## src/rtl/psg_bus_master.sv

```systemverilog
// YM2149/AY-3-8910 bus initiator: turns valid/ready register requests into BDIR/BC
// latch/write/read cycles, with an optional cache that skips repeated address phases.
module psg_bus_master #(
  parameter int unsigned PULSE_LEN  = 2,
  parameter int unsigned GAP_LEN    = 1,
  parameter bit          ADDR_CACHE = 1'b1
) (
  input  logic       CLK,
  input  logic       RESET,
  input  logic       req_valid,
  output logic       req_ready,
  input  logic       req_we,
  input  logic [3:0] req_addr,
  input  logic [7:0] req_wdata,
  output logic       rd_valid,
  output logic [7:0] rd_data,
  output logic       BDIR,
  output logic       BC,
  output logic [7:0] bus_do,
  input  logic [7:0] bus_di
);

  localparam logic [3:0] PulseM1 = 4'(PULSE_LEN - 1);
  localparam logic [3:0] GapM1   = 4'(GAP_LEN - 1);

  typedef enum logic [2:0] {
    StIdle,
    StAddr,
    StGapA,
    StWrite,
    StRead,
    StGapD
  } state_e;

  state_e     state_q;
  logic [3:0] cnt_q;
  logic [3:0] addr_q;
  logic       we_q;
  logic [7:0] wdata_q;
  logic [3:0] cache_addr_q;
  logic       cache_valid_q;
  logic       ready_q;
  logic       rd_valid_q;
  logic [7:0] rd_data_q;
  logic       bdir_q;
  logic       bc_q;
  logic [7:0] bus_do_q;

  logic       accept;
  logic       hit;
  logic       data_we;
  logic [7:0] data_wdata;

  always_comb begin
    accept     = (state_q == StIdle) && req_valid && ready_q;
    hit        = ADDR_CACHE && cache_valid_q && (req_addr == cache_addr_q);
    // The data phase is entered either straight from IDLE (cache hit) or from GAP_A.
    data_we    = (state_q == StIdle) ? req_we : we_q;
    data_wdata = (state_q == StIdle) ? req_wdata : wdata_q;
  end

  always_ff @(posedge CLK) begin
    if (RESET) begin
      state_q       <= StIdle;
      cnt_q         <= 4'd0;
      addr_q        <= 4'd0;
      we_q          <= 1'b0;
      wdata_q       <= 8'h00;
      cache_addr_q  <= 4'd0;
      cache_valid_q <= 1'b0;
      ready_q       <= 1'b1;
      rd_valid_q    <= 1'b0;
      rd_data_q     <= 8'h00;
      bdir_q        <= 1'b0;
      bc_q          <= 1'b0;
      bus_do_q      <= 8'h00;
    end else begin
      rd_valid_q <= 1'b0;
      unique case (state_q)
        StIdle: begin
          if (accept) begin
            addr_q  <= req_addr;
            we_q    <= req_we;
            wdata_q <= req_wdata;
            ready_q <= 1'b0;
            cnt_q   <= PulseM1;
            if (hit) begin
              state_q  <= data_we ? StWrite : StRead;
              bdir_q   <= data_we;
              bc_q     <= ~data_we;
              bus_do_q <= data_we ? data_wdata : 8'h00;
            end else begin
              state_q  <= StAddr;
              bdir_q   <= 1'b1;
              bc_q     <= 1'b1;
              bus_do_q <= {4'h0, req_addr};
            end
          end
        end
        StAddr: begin
          if (cnt_q == 4'd0) begin
            state_q       <= StGapA;
            cnt_q         <= GapM1;
            bdir_q        <= 1'b0;
            bc_q          <= 1'b0;
            bus_do_q      <= 8'h00;
            cache_addr_q  <= addr_q;
            cache_valid_q <= 1'b1;
          end else begin
            cnt_q <= cnt_q - 4'd1;
          end
        end
        StGapA: begin
          if (cnt_q == 4'd0) begin
            state_q  <= data_we ? StWrite : StRead;
            cnt_q    <= PulseM1;
            bdir_q   <= data_we;
            bc_q     <= ~data_we;
            bus_do_q <= data_we ? data_wdata : 8'h00;
          end else begin
            cnt_q <= cnt_q - 4'd1;
          end
        end
        StWrite, StRead: begin
          if (cnt_q == 4'd0) begin
            state_q  <= StGapD;
            cnt_q    <= GapM1;
            bdir_q   <= 1'b0;
            bc_q     <= 1'b0;
            bus_do_q <= 8'h00;
            if (state_q == StRead) begin
              rd_data_q  <= bus_di;
              rd_valid_q <= 1'b1;
            end
          end else begin
            cnt_q <= cnt_q - 4'd1;
          end
        end
        StGapD: begin
          if (cnt_q == 4'd0) begin
            state_q <= StIdle;
            ready_q <= 1'b1;
          end else begin
            cnt_q <= cnt_q - 4'd1;
          end
        end
        default: begin
          state_q <= StIdle;
          ready_q <= 1'b1;
        end
      endcase
    end
  end

  assign req_ready = ready_q;
  assign rd_valid  = rd_valid_q;
  assign rd_data   = rd_data_q;
  assign BDIR      = bdir_q;
  assign BC        = bc_q;
  assign bus_do    = bus_do_q;

endmodule
```

## config.mk

```make
export PLATFORM = sky130hd
export DESIGN_NAME = psg_bus_master
export DESIGN_NICKNAME = d
export VERILOG_FILES = /design/src/rtl/psg_bus_master.sv
export SDC_FILE = /design/constraint.sdc
export NUM_CORES = 1
export LEC_CHECK = 0
export CORE_MARGIN = 10
export CORE_UTILIZATION = 25
export DETAILED_ROUTE_END_ITERATION = 10
export PLACE_DENSITY = 0.54
export SLEW_MARGIN = 20
export SYNTH_ARGS = -nofsm -noshare
export SYNTH_HDL_FRONTEND = slang
export SYNTH_SLANG_ARGS = --single-unit
```

## constraint.sdc

```tcl
create_clock -name CLK -period 2 [get_ports CLK]
set_clock_uncertainty 0.1 [all_clocks]
set_input_delay 0.4 -clock CLK [delete_from_list [all_inputs] [get_ports CLK]]
set_output_delay 0.4 -clock CLK [all_outputs]
set_load 0.05 [all_outputs]
```

==> results.yml, run 1 <==
sta:
  setup_slack_ps: 68.4
  relSlewSlack_pct: 66.8
  period_share_pct: 96.6
  hold_viol_final: 0
  min_period_ps: 1930
  finalSetupViolations: 0
  finalMaxSlewViolations: 0
  worst_slew_pin_slew_ps: 496
  fmax_mhz: 518
  tns_ps: 0
  rsz0062_at_grt: "no"
finish:
  fin_area_sq_um: 2900
  final_cell_mix: "nand2_1, buf_4, dfxtp_1"
  final_layout_size_suffix_gt1_share_pct: 23.2
  antennaDiodeCount: 0
  fin_nets: 335
  fill_cells: 884
  multi_input_area_sq_um: 1120
  synthToLayoutAreaGrowth_pct: 38.1
  seqCellArea_sq_um: 902
routing:
  drc_errors: 0
  detailedRoute.firstPassIterationCount: 4
  drtIter0Drc: 114
  viasPerCell: 4.59
  wire_per_inst_microns: 13.0
  ant_nets: 0
  vias: 1903
  routed_wl_microns: 5380
power_and_ir_drop:
  ir_drop_v: 0.000711
  powerDensity_nw_per_um2: 1320
  power.leakage_uw: 0.00122
logic_synthesis:
  synth_nets: 271
  synth.area.top_cells: "dfxtp_1, nand2_1, mux2i_1"
  avgSynthCellArea_sq_um: 8.56
  syn_area_sq_um: 2100
  synth.distinct_cells: 45
  yosys_most_used_dff: "dfxtp_1"
  ys_ff_latch: 45
  async_reset_ff_share_pct: 0
  synth_top_area_share_pct: 43.0
  ys_seq_area_share_pct: 43.0
  yosys_warnings: 0
  synth-edff-count: 0
  synth_area_leader_cell: "dfxtp_1"
  netlist_instances: 245
critical_path:
  endpoint_kind: "output pin"
  crit_path_cell_trace: "clkdlybuf4s50_1"
  cpPeakStageDelay_ps: 800
  timing_worst_setup_path_type: "reg2out"
  path_buf_inv: 1
  cp_slowest_cell: "clkdlybuf4s50_1"
  r2r_cells: 5
  cp-start-kind: "register"
  critPathRequiredTime_ps: 1500
  regToRegStartpoint: "state_q[2]"
  cp_top_family: "buffers and inverters"
  arrival_ps: 1430
  reg2reg_to: "bus_do[3]"
  r2r_slack_ps: 120
  path_max_fanout: 2
place:
  dp_hpwl_microns: 4140
  io_buffers: 43
  gp_congestion: 0.793
  pre_cts_ws_ps: -330
  placed_area_sq_um: 2770
floorplan:
  io_pins: 44
  fp.dieH_microns: 112
  die_area_sq_um: 12500
  dieWidth_microns: 112
  rows: 33
  core_sq_um: 8180
  start_util_pct: 25.7
grt:
  grt_busiest_layer: "met2"
  met1_usage_pct: 10.4
  overflow: 0
  antenna_found_initial: 0
  grtUsageMet2_pct: 13.8
  grt_max_degree: 23
  grt_pass1_wl_microns: 9100
  grt_pass1_vias: 1898
  grtUsageTotal_pct: 8.57
  grt_util_met3_pct: 3.22
clocking:
  cts_tree: "yes"
  cts-buffers-inserted: 5
  clk_pin_slew_ps: 80
  cts.sinks: 45
  cts_max_level: 2
  cts-root-buf: "clkbuf_8"
  cts_buffer_depth: 2
  cts_setup_buffers: 0
  hold_buffers: 0
  clk_latency_ps: 290
job:
  cap_viol_max_count: 0
hold_path:
  hold_path_depth: 2
  hold_end: "wdata_q[1]"
  hold_path.startpoint: "wdata_q[1]"
  hold_class: "reg2reg"
status:
  status: "completed"
[worst max path at each step]
stage	endpoint	depth (start not counted)	from	slack [ps]
2_1_floorplan	bus_do[0]	8	cnt_q[0]	90
3_3_place_gp	bus_do[2]	6	req_valid	-300
3_5_place_dp	bus_do[3]	6	req_valid	-330
4_1_cts	bus_do[5]	6	req_addr[0]	20
5_1_grt	bus_do[3]	7	cnt_q[1]	3
6_report	rd_data[7]	1	rd_data[7]	70
[per-stage QoR]
step | instances | total power [uW] | hold slack (ps) | utilization (%)
global route | 415 | 4110 | 376 | 35.4
detailed placement | 407 | 3180 | 346 | 33.9
finish | 415 | 3810 | 356 | 35.4
CTS | 415 | 3830 | 358 | 35.1
global placement | 407 | 3200 | 338 | 33.9
floorplan | 245 | 2530 | 326 | -
[registers in the layout (all words and copies together), names as in the netlist]
name and count:
we_q 1, cache_addr_q 4, cache_valid_q 1, BDIR 1, wdata_q 8, rd_data 8, req_ready 1, bus_do 8
addr_q 4, cnt_q 4, rd_valid 1, state_q 3, BC 1
[power by group]
| group | leakage [uW] | internal (uW) | switching (uW) |
|---|---|---|---|
| combinational | 0.000797 | 844 | 1120 |
| clock | 0.0000542 | 313 | 306 |
| sequential | 0.000366 | 1080 | 146 |
[cell families (layout without fill, tap and decap cells)]
kind of cell	after synthesis	after routing	synth area share (%)
muxes	17	17	8.17
AOI/OAI and AO/OA	57	57	18.1
adders and majority gates	2	2	1.19
and+or+nand+nor	96	96	22.1
buffers and inverters	22	87	4.95
xor gates and xnor gates	6	6	2.51
DFF	45	45	43.0
[synth_stat cells (all sizes together), types with 2 or more instances]
cell and n:
a211o 6, a211oi 2, a21oi 29, a221o 4, buf 5, clkbuf 12
dfxtp 45, ha 2, inv 5, mux2i 16, nand2 47, nand2b 2
nand3 5, nor2 20, nor3 7, nor3b 2, o21ai 7, o31a 2
or2 2, or3 3, or4b 2, xor2 5
[timing repair]
| action | 4_1_cts | 5_1_grt |
|---|---|---|
| pin swaps | 0 | 3 |
| resized for setup | 1 | 7 |
| endpoints found under the setup margin | 4 | 13 |
| endpoints found under the hold margin | 0 | 0 |
[cell type report]
cell class	count	share of cell area [%]
flip-flops and latches	45	31.2
clock buffers	7	3.33
well taps	105	4.54
multi-input cells	178	38.6
clock inverters	1	0.173
repair buffers	74	21.5
inverters	5	0.648
[metal layers]
metal / part of all wire, % / up-vias
met5: 0 / -
met1: 46 / 868
met3: 6.4 / 4
li1: - / 979
met2: 47 / 52
met4: 0.71 / 0
[worst reg2reg max path: stages (launching register included)]
cell and delay, ps:
dfxtp_1 390, buf_4 200, or3_2 580, nand2_1 130, nor3b_4 260, a221o_1 180
No activity file was read; power rests on OpenSTA's default activity.
==> inputs of run 2 (changes only) <==
--- a/config.mk
+++ b/config.mk
@@ -5,10 +5,14 @@
 export SDC_FILE = /design/constraint.sdc
 export NUM_CORES = 1
 export LEC_CHECK = 0
+export CELL_PAD_IN_SITES_DETAIL_PLACEMENT = 1
+export CELL_PAD_IN_SITES_GLOBAL_PLACEMENT = 1
 export CORE_MARGIN = 10
 export CORE_UTILIZATION = 25
 export DETAILED_ROUTE_END_ITERATION = 10
-export PLACE_DENSITY = 0.54
+export MAX_ROUTING_LAYER = met4
+export PLACE_DENSITY = 0.66
+export RECOVER_POWER = 100
 export SLEW_MARGIN = 20
 export SYNTH_ARGS = -nofsm -noshare
 export SYNTH_HDL_FRONTEND = slang
==> run 2 against run 1 <==
Net effect:
- cell count is 0.96% higher
- utilization grew 0.14 points
- wire length increased by 16%
- clock power rose by 14%
- register-to-register slack worse by 60 ps
- combinational power grew 9%
- sequential cell count did not move
- via count rose by 3.3%
- critical path depth is 5 higher
- critical path type is now in2reg
- critical endpoint is now bus_do[1]
- highest routed layer unchanged
==> results.yml, run 2 (same netlist as run 1, synthesis figures left out) <==
sta:
  period_share_pct: 97.4
  min_period_ps: 1950
  tns_ps: 0
  hold_viol_final: 0
  setup_slack_ps: 51.0
  finalMaxSlewViolations: 0
  relSlewSlack_pct: 57.8
  finalSetupViolations: 0
  worst_slew_pin_slew_ps: 636
  fmax_mhz: 513
floorplan:
  io_pins: 44
  die_area_sq_um: 12500
  fp.dieH_microns: 112
  start_util_pct: 25.7
  dieWidth_microns: 112
  rows: 33
  core_sq_um: 8180
clocking:
  cts-root-buf: "clkbuf_8"
  clk_latency_ps: 300
  cts_max_level: 2
  hold_buffers: 0
  clk_pin_slew_ps: 90
  cts_buffer_depth: 2
  cts_tree: "yes"
  cts.sinks: 45
  cts-buffers-inserted: 5
finish:
  finish.utilization_pct: 35.6
  fin_nets: 339
  fill_cells: 991
  final_common_cell: "nand2_1"
  final_cell_mix: "nand2_1, dfxtp_1, buf_4"
  final_layout_size_suffix_gt1_share_pct: 20.4
  antennaDiodeCount: 0
  synthToLayoutAreaGrowth_pct: 38.6
  fin_area_sq_um: 2910
grt:
  antenna_found_initial: 0
  grt_pass1_vias: 2129
  grtUsageTotal_pct: 10.0
  overflow: 0
  grt_pass1_wl_microns: 10400
  grt_max_degree: 20
critical_path:
  cp-start-kind: "input port"
  reg2reg_to: "bus_do[2]"
  timing_worst_setup_path_type: "in2reg"
  path_max_fanout: 6
  crit_path_cell_trace: "clkdlybuf4s50_1 -> a2111o_1 -> o311ai_4 -> or2_4 -> nor3b_4 -> a221o_1"
  regToRegStartpoint: "state_q[2]"
  critPathRequiredTime_ps: 2090
  r2r_slack_ps: 60
  cp_top_family: "compound AO/OA/AOI/OAI gates"
  endpoint_kind: "register"
  arrival_ps: 2040
  cpPeakStageDelay_ps: 480
  cp_slowest_cell: "a2111o_1"
  path_buf_inv: 1
  r2r_cells: 7
power_and_ir_drop:
  swShare_pct: 41.7
  pwr-share-clk_pct: 17.3
  ir_drop_v: 0.000505
  p_comb_share_pct: 52.1
  power.leakage_uw: 0.00117
  internal-power_uw: 2390
  seq_power_share_pct: 30.6
  p_switching_uw: 1710
  power_uw: 4100
  powerDensity_nw_per_um2: 1410
routing:
  routed_wl_microns: 6230
  drc_errors: 0
  drtIter0Drc: 72
  vias: 1965
  detailedRoute.firstPassIterationCount: 4
  wire_per_inst_microns: 14.9
  viasPerCell: 4.69
  ant_nets: 0
place:
  dp_hpwl_microns: 4740
  pre_cts_ws_ps: -338
  gp_congestion: 0.832
  placed_area_sq_um: 2780
  io_buffers: 43
status:
  status: "completed"
job:
  cap_viol_max_count: 0
hold_path:
  hold_path_depth: 2
  hold_class: "reg2reg"
  hold_path.startpoint: "cache_valid_q"
  hold_end: "cache_valid_q"
## run 2: how the worst max path moves through the flow
stage                     startpoint        end  cells past startpoint
after floorplan             cnt_q[0]  bus_do[0]                      8
after global placement     req_valid  bus_do[2]                      6
after detailed placement   req_valid  bus_do[3]                      6
after CTS                   cnt_q[1]  bus_do[1]                      8
after global routing        cnt_q[1]  bus_do[2]                      8
final                      req_valid  bus_do[1]                      6
## run 2: power by group through the flow
stage          sequential, uW  clock [uW]  combinational [uW]
6_report                 1260         708                2140
4_1_cts                  1250         731                2090
3_5_place_dp             1260           0                2050
3_3_place_gp             1260           0                2020
2_1_floorplan            1440           0                1090
5_1_grt                  1280         769                2360
## run 2: cell type report
| type | count | area (sq um) | area share [%] |
|---|---|---|---|
| Sequential cell | 45 | 905 | 31.1 |
| Clock buffer | 5 | 68.8 | 2.37 |
| Clock inverter | 3 | 46.3 | 1.59 |
| Multi-Input combinational cell | 178 | 1150 | 39.6 |
| Inverter | 5 | 18.8 | 0.646 |
| Timing Repair Buffer | 78 | 584 | 20.1 |
| Tap cell | 105 | 131 | 4.52 |
## run 2: what timing repair did
| item | in CTS | in global routing |
|---|---|---|
| pin swaps | 0 | 6 |
| gates resized for setup | 3 | 18 |
| setup endpoints to repair | 8 | 17 |
| setup buffers | 0 | 3 |
| hold endpoints to repair | 0 | 0 |
| gates cloned | 0 | 0 |
## run 2: layer usage
metal  track usage (%)  routed length [microns]
met5                 -                        0
met4              2.31                       34
met3              1.93                      170
met2              16.3                     3020
met1              12.4                     3000
## run 2: tightest hold or removal path: cells and delay by family (launching register included)
family	cells	cell delay [ps]
buffers and inverters	1	50
AOI/OAI and AO/OA	1	50
DFF	1	320
## run 2: metrics by stage
stage | hold slack (ps) | cells
final | 353 | 419
after global routing | 372 | 419
after CTS | 358 | 416
after detailed placement | 344 | 408
after global placement | 334 | 408
after floorplan | 326 | 245
